--- config.mk ---
export PLATFORM = sky130hd
export DESIGN_NAME = ramb_s16_byte_reader
export DESIGN_NICKNAME = d
export VERILOG_FILES = /design/src/rtl/ramb_rd_pkg.sv /design/src/rtl/ramb_rd_word_buf.sv /design/src/rtl/ramb_s16_byte_reader.sv
export SDC_FILE = /design/constraint.sdc
export NUM_CORES = 1
export LEC_CHECK = 0
export BUFFER_PORTS_ARGS = -buffer_cell sky130_fd_sc_hd__buf_2
export CAP_MARGIN = 15
export CORE_MARGIN = 10
export CORE_UTILIZATION = 50
export CTS_CLUSTER_DIAMETER = 40
export DETAILED_ROUTE_END_ITERATION = 7
export HOLD_SLACK_MARGIN = 0.02
export PLACE_DENSITY = 0.79
export SLEW_MARGIN = 10
export SYNTH_ARGS = -nofsm -noshare
export SYNTH_HDL_FRONTEND = slang
export SYNTH_HIERARCHICAL = 1
export SYNTH_SLANG_ARGS = --single-unit
--- constraint.sdc ---
create_clock -name clk -period 3.05 [get_ports clk]
set_input_delay 0.305 -clock clk [delete_from_list [all_inputs] [get_ports clk]]
set_output_delay 0.305 -clock clk [all_outputs]
set_load 0.05 [all_outputs]
--- src/rtl/ramb_rd_pkg.sv ---
// Shared types and constants for the port-B byte reader.
// Purpose: state encoding and buffer sizing; no logic lives here.
package ramb_rd_pkg;

    typedef enum logic [1:0] {
        IDLE = 2'd0,
        RUN  = 2'd1,
        FIN  = 2'd2
    } state_t;

    localparam int RD_LATENCY = 1;
    localparam int WBUF_DEPTH = 2;

endpackage

--- src/rtl/ramb_rd_word_buf.sv ---
// 2-entry 16-bit synchronous FIFO holding RAM words awaiting serialization.
// Latency: head visible the cycle after push; a push into a full buffer is dropped unless a pop coincides.
module ramb_rd_word_buf (
    input  logic        clk,
    input  logic        rst_n,
    input  logic        push,
    input  logic [15:0] push_dat,
    input  logic        pop,
    output logic [1:0]  count,
    output logic [15:0] head
);

    logic [15:0] mem [2];
    logic        wr_ptr;
    logic        rd_ptr;
    logic        do_push;
    logic        do_pop;

    assign do_pop  = pop && (count != 2'd0);
    assign do_push = push && ((count != 2'd2) || do_pop);
    assign head    = mem[rd_ptr];

    always_ff @(posedge clk or negedge rst_n) begin
        if (!rst_n) begin
            mem[0] <= '0;
            mem[1] <= '0;
            wr_ptr <= 1'b0;
            rd_ptr <= 1'b0;
            count  <= 2'd0;
        end else begin
            if (do_push) begin
                mem[wr_ptr] <= push_dat;
                wr_ptr      <= ~wr_ptr;
            end
            if (do_pop) begin
                rd_ptr <= ~rd_ptr;
            end
            case ({do_push, do_pop})
                2'b10:   count <= count + 2'd1;
                2'b01:   count <= count - 2'd1;
                default: count <= count;
            endcase
        end
    end

endmodule

--- src/rtl/ramb_s16_byte_reader.sv ---
// Streams bytes in address order from the 16-bit RAM port, first byte 3 cycles after START.
// Backpressure: DOUT holds while READY is low; reads stop once buffered + in-flight words reach 2.
module ramb_s16_byte_reader
    import ramb_rd_pkg::*;
#(
    parameter int ADDR_W = 8,
    parameter int LEN_W  = 10
) (
    input  logic              clk,
    input  logic              rst_n,
    input  logic              start,
    input  logic [ADDR_W:0]   start_addr,
    input  logic [LEN_W-1:0]  len,
    output logic              busy,
    output logic              done,
    output logic [ADDR_W-1:0] addrb,
    output logic              enb,
    output logic              web,
    output logic              rstb,
    input  logic [15:0]       dob,
    output logic [7:0]        dout,
    output logic              dout_valid,
    input  logic              dout_ready,
    output logic              dout_last
);

    state_t            state;
    state_t            next_state;
    logic [ADDR_W-1:0] word_ptr;
    logic              lane;
    logic [LEN_W-1:0]  bytes_rem;
    logic [LEN_W:0]    words_left;
    logic [LEN_W:0]    fetch_init;
    logic              inflight;
    logic [1:0]        buf_count;
    logic [15:0]       buf_head;
    logic              hs;
    logic              pop;
    logic              last_byte;

    assign web  = 1'b0;
    assign rstb = 1'b0;

    // An odd start wastes the low lane of the first word, hence the extra byte in the round-up.
    assign fetch_init = ({{LEN_W{1'b0}}, start_addr[0]} + {1'b0, len} + (LEN_W+1)'(1)) >> 1;

    assign last_byte = (bytes_rem == LEN_W'(1));
    assign hs        = dout_valid && dout_ready;
    assign pop       = hs && (lane || last_byte);
    assign dout_last = dout_valid && last_byte;
    assign dout      = dout_valid ? (lane ? buf_head[15:8] : buf_head[7:0]) : 8'h00;
    assign addrb     = word_ptr;

    always_ff @(posedge clk or negedge rst_n) begin
        if (!rst_n) begin
            state <= IDLE;
        end else begin
            state <= next_state;
        end
    end

    always_comb begin
        next_state = state;
        busy       = 1'b0;
        done       = 1'b0;
        enb        = 1'b0;
        dout_valid = 1'b0;
        case (state)
            IDLE: begin
                if (start) begin
                    next_state = (len == '0) ? FIN : RUN;
                end
            end
            RUN: begin
                busy       = 1'b1;
                dout_valid = (buf_count != 2'd0);
                enb        = (words_left != '0) &&
                             (({1'b0, buf_count} + {2'b00, inflight}) < 3'(WBUF_DEPTH));
                if (dout_valid && dout_ready && last_byte) begin
                    next_state = FIN;
                end
            end
            FIN: begin
                done       = 1'b1;
                next_state = IDLE;
            end
            default: next_state = IDLE;
        endcase
    end

    always_ff @(posedge clk or negedge rst_n) begin
        if (!rst_n) begin
            word_ptr   <= '0;
            lane       <= 1'b0;
            bytes_rem  <= '0;
            words_left <= '0;
            inflight   <= 1'b0;
        end else begin
            inflight <= enb;
            if (state == IDLE && start) begin
                word_ptr   <= start_addr[ADDR_W:1];
                lane       <= start_addr[0];
                bytes_rem  <= len;
                words_left <= fetch_init;
            end else begin
                if (enb) begin
                    word_ptr   <= word_ptr + ADDR_W'(1);
                    words_left <= words_left - (LEN_W+1)'(1);
                end
                if (hs) begin
                    bytes_rem <= bytes_rem - LEN_W'(1);
                    lane      <= !pop;
                end
            end
        end
    end

    ramb_rd_word_buf u_word_buf (
        .clk      (clk),
        .rst_n    (rst_n),
        .push     (inflight),
        .push_dat (dob),
        .pop      (pop),
        .count    (buf_count),
        .head     (buf_head)
    );

endmodule

# Yosys cells after proc, flatten, opt, wreduce, memory -nomap -nowiden
# Cells that the tools add are included.
[classes] addsub=8 n_lt_le_gt_ge=4 eq_ne=8 muxes=25 n_bitwise=4 reduce_logical=21
[ops] op="16-bit 2-to-1 mux" count=4
[ops] op="32-bit bitwise mux" count=1
[ops] op="8-bit 2-to-1 mux" count=4
[ops] op="11-bit 2-to-1 mux" count=2
[ops] op="10-bit 2-to-1 mux" count=2
[ops] op="16-bit demux with 1-bit select" count=1
[ops] op="1-bit by 10-bit adder with 11-bit output" count=1
[ops] op="11-bit by 1-bit adder with 11-bit output, second input constant" count=1
[ops] op="11-bit nonzero test" count=1
[ops] op="11-bit by 1-bit subtractor with 11-bit output, second input constant" count=1
[ops] op="10-bit by 1-bit equality test with 1-bit output, second input constant" count=1
[ops] op="1-bit logical AND" count=10
[ops] op="10-bit zero test" count=1
[ops] op="10-bit by 1-bit subtractor with 10-bit output, second input constant" count=1
[ops] op="8-bit by 1-bit adder with 8-bit output, second input constant" count=1
[ops] op="2-bit case mux with 2 select lines" count=2
[ops] op="2-bit nonzero test" count=4
[ops] op="1-bit 2-to-1 mux" count=6
[ops] op="2-bit 2-to-1 mux" count=3
[ops] op="2-bit inequality test, second input constant" count=3
[ops] op="2-bit by 1-bit equality test with 1-bit output, second input constant" count=2
[ops] op="2-bit equality test, second input constant" count=2
[ops] op="2-bit greater-or-equal comparator, second input constant" count=2
[ops] op="1-bit NOT with 2-bit output" count=2
[ops] op="other kinds (10)" count=12
[totals] ff_bits=69 inputBits=39 out_inout_bits=23 wordCells=81

# Depth between registers and ports, before layout
[logic_depth] depth_word=9 depth_mapped=11 mapped_depth_nobuf=11

# Modules after synthesis
# Netlist, hierarchy kept.
[modules_own_cells] module="ramb_s16_byte_reader" n_inst=1 cells_per_inst=263 area_per_inst_um2=2287.2 seq_area_each_um2=825.8
[modules_own_cells] module="ramb_rd_word_buf" n_inst=1 cells_per_inst=101 area_per_inst_um2=1645.3 seq_area_each_um2=900.9

# Least setup slack after synthesis
# No wires, ideal clock.
[synth_path] kind="register to output" startpoint="reg state[1]" endpoint="out dout[0]" t_arrival_ps=2453 required_time_ps=2745 slack_ps=292 path_stages_with_launch=6 path_buffers=1 cell_sequence="dfrtp_1 > nand2b_1 > inv_2 > buf_1 > o21ai_1 > nor2_1"
[synth_via] elab_chain_cells=3
[synth_lines] element="from (decl)" line_no="ramb_s16_byte_reader.sv:27" text="state_t state;"
[synth_lines] element="from (signal assigned)" line_no="ramb_s16_byte_reader.sv:58" text="state <= next_state;"
[synth_lines] element="2-bit by 1-bit equality test with 1-bit output" line_no="ramb_s16_byte_reader.sv:68" text="case (state)"
[synth_lines] element="1-bit 2-to-1 mux" line_no="ramb_s16_byte_reader.sv:68"
[synth_lines] element="8-bit 2-to-1 mux" line_no="ramb_s16_byte_reader.sv:51" text="assign dout = dout_valid ? (lane ? buf_head[15:8] : buf_head[7:0]) : 8'h00;"
[synth_lines] element="to (decl)" line_no="ramb_s16_byte_reader.sv:21" text="output logic [7:0] dout,"
# No other way between the ends.

# Final worst setup path
[layout_path] startpoint="reg bytes_rem[4]" endpoint="reg u_word_buf/mem[18] (netlist bit)"
[layout_via] elab_chain_cells=6
[layout_lines] element="from (decl)" line_no="ramb_s16_byte_reader.sv:31" text="logic [LEN_W-1:0] bytes_rem;"
[layout_lines] element="from (signal assigned)" line_no="ramb_s16_byte_reader.sv:103" text="bytes_rem <= len;"
[layout_lines] element="from (signal assigned)" line_no="ramb_s16_byte_reader.sv:111" text="bytes_rem <= bytes_rem - LEN_W'(1);"
[layout_lines] element="10-bit by 1-bit equality test with 1-bit output" line_no="ramb_s16_byte_reader.sv:47" text="assign last_byte = (bytes_rem == LEN_W'(1));"
[layout_lines] element="1-bit logical OR" line_no="ramb_s16_byte_reader.sv:49" text="assign pop = hs && (lane || last_byte);"
[layout_lines] element="1-bit logical AND" line_no="ramb_s16_byte_reader.sv:49"
[layout_lines] element="via pop" line_no="ramb_s16_byte_reader.sv:38" text="logic pop;"
[layout_lines] element="1-bit logical AND" line_no="ramb_rd_word_buf.sv:19" text="assign do_pop = pop && (count != 2'd0);"
[layout_lines] element="1-bit logical OR" line_no="ramb_rd_word_buf.sv:20" text="assign do_push = push && ((count != 2'd2) || do_pop);"
[layout_lines] element="1-bit logical AND" line_no="ramb_rd_word_buf.sv:20"
[layout_lines] element="to (signal, indexed assignment)" line_no="ramb_rd_word_buf.sv:32" text="mem[wr_ptr] <= push_dat;"
[layout_lines] element="to (decl)" line_no="ramb_rd_word_buf.sv:13" text="logic [15:0] mem [2];"
# The timed path passes the listed nets, and every way through them passes these cells.
# A chain may end at the register's enable or synchronous reset.

==> impl_metrics.py <==
metrics = {
    "outcome": {
        "status": "completed",
    },
    "sta": {
        "hold_viol": 0,
        "relSlewSlack": 0.437,
        "rsz0062_at_grt": "no",
        "setup_viol": 0,
        "final-max-slew-violation-count": 0,
        "layout_min_cycle_time_ns": 2.60,
        "fmax_ghz": 0.385,
        "fin_skew_ns": 0.00677,
        "timing.hold.ws_ns": 0.167,
        "setup-tns-final_ns": 0,
        "timing.final.crit_share": 0.851,
        "worst_slew_pin_slew_ns": 0.838,
        "fin_ws_ns": 0.454,
    },
    "yosys": {
        "async_reset_ff_frac": 1.00,
        "ys.flop_type": "dfrtp_1",
        "synth_cells": 364,
        "synth_area_leaders": "dfrtp_1 44%, mux2_2 11%, mux2_4 3.8%, nor2_1 2.6%, o211ai_1 2.5%",
        "synth_most_common_cell": "dfrtp_1",
        "avgSynthCellArea_sq_um": 10.8,
        "yosysWarnings": 6,
        "synth_commonest_cells": "69 x dfrtp_1, 38 x mux2_2, 27 x nor2_1",
        "synth_area_leader_cell": "dfrtp_1",
        "netlist.area_leader.share": 0.439,
        "syn-cell-area_sq_um": 3930,
        "synth_edf_count": 0,
        "ys_seq_area_frac": 0.439,
        "synth_seq_cells": 69,
        "synthDistinctLibCells": 63,
    },
    "global_routing": {
        "grt_pass1_wl_um": 15800,
        "overflow": 0,
        "grt_max_degree": 34,
        "grt_pass1_vias": 3266,
        "antenna_found_initial": 0,
        "track_usage": 0.166,
    },
    "drt": {
        "drc": 0,
        "routed_wirelength_um": 9350,
        "firstDrtPassIters": 5,
        "drt-vias-per-instance": 5.96,
        "wl_per_cell_um": 17.6,
        "vias": 3164,
        "drt_iter0_drc": 91,
        "antenna_left": 0,
    },
    "critical_path": {
        "critical_path.max_stage_delay_ns": 0.44,
        "reg2reg_to": "u_word_buf/mem[18]",
        "cp-start-kind": "register",
        "r2r_cells": 8,
        "path_max_fanout": 16,
        "critPathKind": "reg -> reg",
        "crit_path_cell_trace": "nor4_1 > and4_1 > nor2_1 > nor2_1 > nor3b_4 > nor3b_4 > buf_4 > mux2_2",
        "rrSetupSlack_ns": 0.45,
        "r2r_start": "bytes_rem[4]",
        "crit_path_end_kind": "register",
        "cpMaxStageDelayCell": "dfrtp_1",
        "worstPathArrival_ns": 2.82,
        "critPathRequiredTime_ns": 3.28,
    },
    "min_path": {
        "worstHoldPathCells": 3,
        "min_to": "addrb[4]",
        "worstHoldStart": "start_addr[5]",
        "holdCritPathClass": "in -> reg",
    },
    "cts": {
        "cts_hold_buf": 1,
        "cts_setup_buffers": 0,
        "root_buffer": "clkbuf_8",
        "insertion_delay_ns": 0.34,
        "clock_sinks": 69,
        "cts_resized": 0,
        "cts_inserted_buffers": 9,
        "path_clk_slew_ns": 0.08,
        "htree_levels": 3,
        "cts_buffer_depth": 2,
        "cts_tree": "yes",
    },
    "power_and_ir_drop": {
        "p_switching_uw": 2390,
        "max-vdd-ir-drop_v": 0.000570,
        "seq_power_share": 0.343,
        "intPower_uw": 2870,
        "total_power_uw": 5260,
        "comb_power_share": 0.520,
        "power_leakage_uw": 0.00192,
        "p_clk_frac": 0.137,
        "switching_share": 0.454,
        "power.density_nw_per_um2": 1170,
    },
    "layout": {
        "area_growth_pct": 14.5,
        "utilization": 0.586,
        "n_fill_cell": 658,
        "drive_gt1_frac": 0.336,
        "final_nets": 469,
        "antenna_cells": 0,
    },
    "place": {
        "io_buffers": 59,
        "dp_slack_ns": 0.508,
        "place_hpwl_um": 6690,
        "gp_congestion": 0.812,
    },
    "die": {
        "die_area_sq_um": 11800,
        "row_count": 32,
        "die_y_um": 109,
        "die_x_um": 109,
        "io_pins": 62,
        "core_area_sq_um": 7690,
        "start_util": 0.512,
    },
    "flow_run": {
        "maxCapViolations": 0,
    },
}
power by group through the flow:
stage | combinational (uW) | clock, uW | sequential, uW
floorplan | 2120 | 0 | 1820
global placement | 2670 | 0 | 1780
detailed placement | 2740 | 0 | 1810
CTS | 2760 | 740 | 1800
global route | 2990 | 771 | 1870
finish | 2730 | 722 | 1800
registers in the layout, indices dropped and copies added (netlist names):
register           flops
addrb                  8
bytes_rem             10
inflight               1
lane                   1
state                  2
u_word_buf/count       2
u_word_buf/mem        32
u_word_buf/rd_ptr      1
u_word_buf/wr_ptr      1
words_left            11
worst max path at each step:
stage	startpoint	end	slack (ns)	depth (start not counted)
final	bytes_rem[4]	u_word_buf/mem[18]	0.45	8
after detailed placement	bytes_rem[4]	u_word_buf/mem[18]	0.51	8
after CTS	bytes_rem[4]	u_word_buf/mem[18]	0.48	8
after global placement	bytes_rem[4]	u_word_buf/mem[16]	0.57	8
after global routing	bytes_rem[4]	u_word_buf/mem[18]	0.28	8
after floorplan	state[1]	dout[0]	0.29	5
critical path, delay by kind of cell (launching register included):
kind / cells / cell delay [ns]
flops: 1 / 0.44
mux: 1 / 0.37
buf+inv: 1 / 0.31
simple gates: 6 / 1.36
through the flow:
stage                     cell area [sq um]  std cells
after CTS                              4500        531
final                                  4500        531
after global routing                   4500        531
after floorplan                        3940        365
after detailed placement               4300        514
after global placement                 4300        514
final cells by class:
class                           count  area [sq um]  area share
Inverter                            7          26.3     0.00584
Timing Repair Buffer               67           358      0.0795
Multi-Input combinational cell    270          2070       0.461
Clock buffer                        9           124      0.0275
Tap cell                          102           128      0.0283
Sequential cell                    69          1730       0.384
Clock inverter                      7          66.3      0.0147
metal layers:
| metal | up-vias | part of all wire | wire (um) | GRT usage |
|---|---|---|---|---|
| met5 | - | 0 | 0 | 0 |
| met4 | 0 | 0.0083 | 78 | 0.0565 |
| met3 | 8 | 0.066 | 616 | 0.0437 |
| met2 | 86 | 0.51 | 4770 | 0.273 |
| met1 | 1571 | 0.42 | 3890 | 0.208 |
| li1 | 1499 | - | - | - |
cell usage in the layout (no fill, tap or decap), types with 3 or more instances in the layout:
master / n
inv_1: 6
ha_1: 6
a21oi_1: 8
mux2i_1: 8
mux2_2: 38
xnor2_1: 7
or3_1: 10
a221o_1: 6
clkbuf_8: 9
nor4_1: 7
nand4_1: 7
o211ai_1: 13
nand2b_1: 3
and4_1: 4
nand2_1: 20
dfrtp_1: 69
o21ai_0: 10
buf_4: 7
nor2_1: 27
buf_2: 59
or4_1: 8
xor2_1: 4
a31oi_1: 5
clkinv_2: 4
mux2_4: 10
nor3_1: 12
o311ai_0: 3
a211oi_1: 3
nand3_1: 13
cell families after synthesis:
kind of cell               after synthesis  synth area share
buffers and inverters                   26            0.0360
DFF                                     69             0.439
and+or+nand+nor                        127             0.186
other                                    1          0.000954
AOI/OAI and AO/OA                       68             0.127
adders and majority gates                6            0.0191
muxes                                   56             0.167
xor gates and xnor gates                11            0.0245
(Power assumes the default switching activity.)
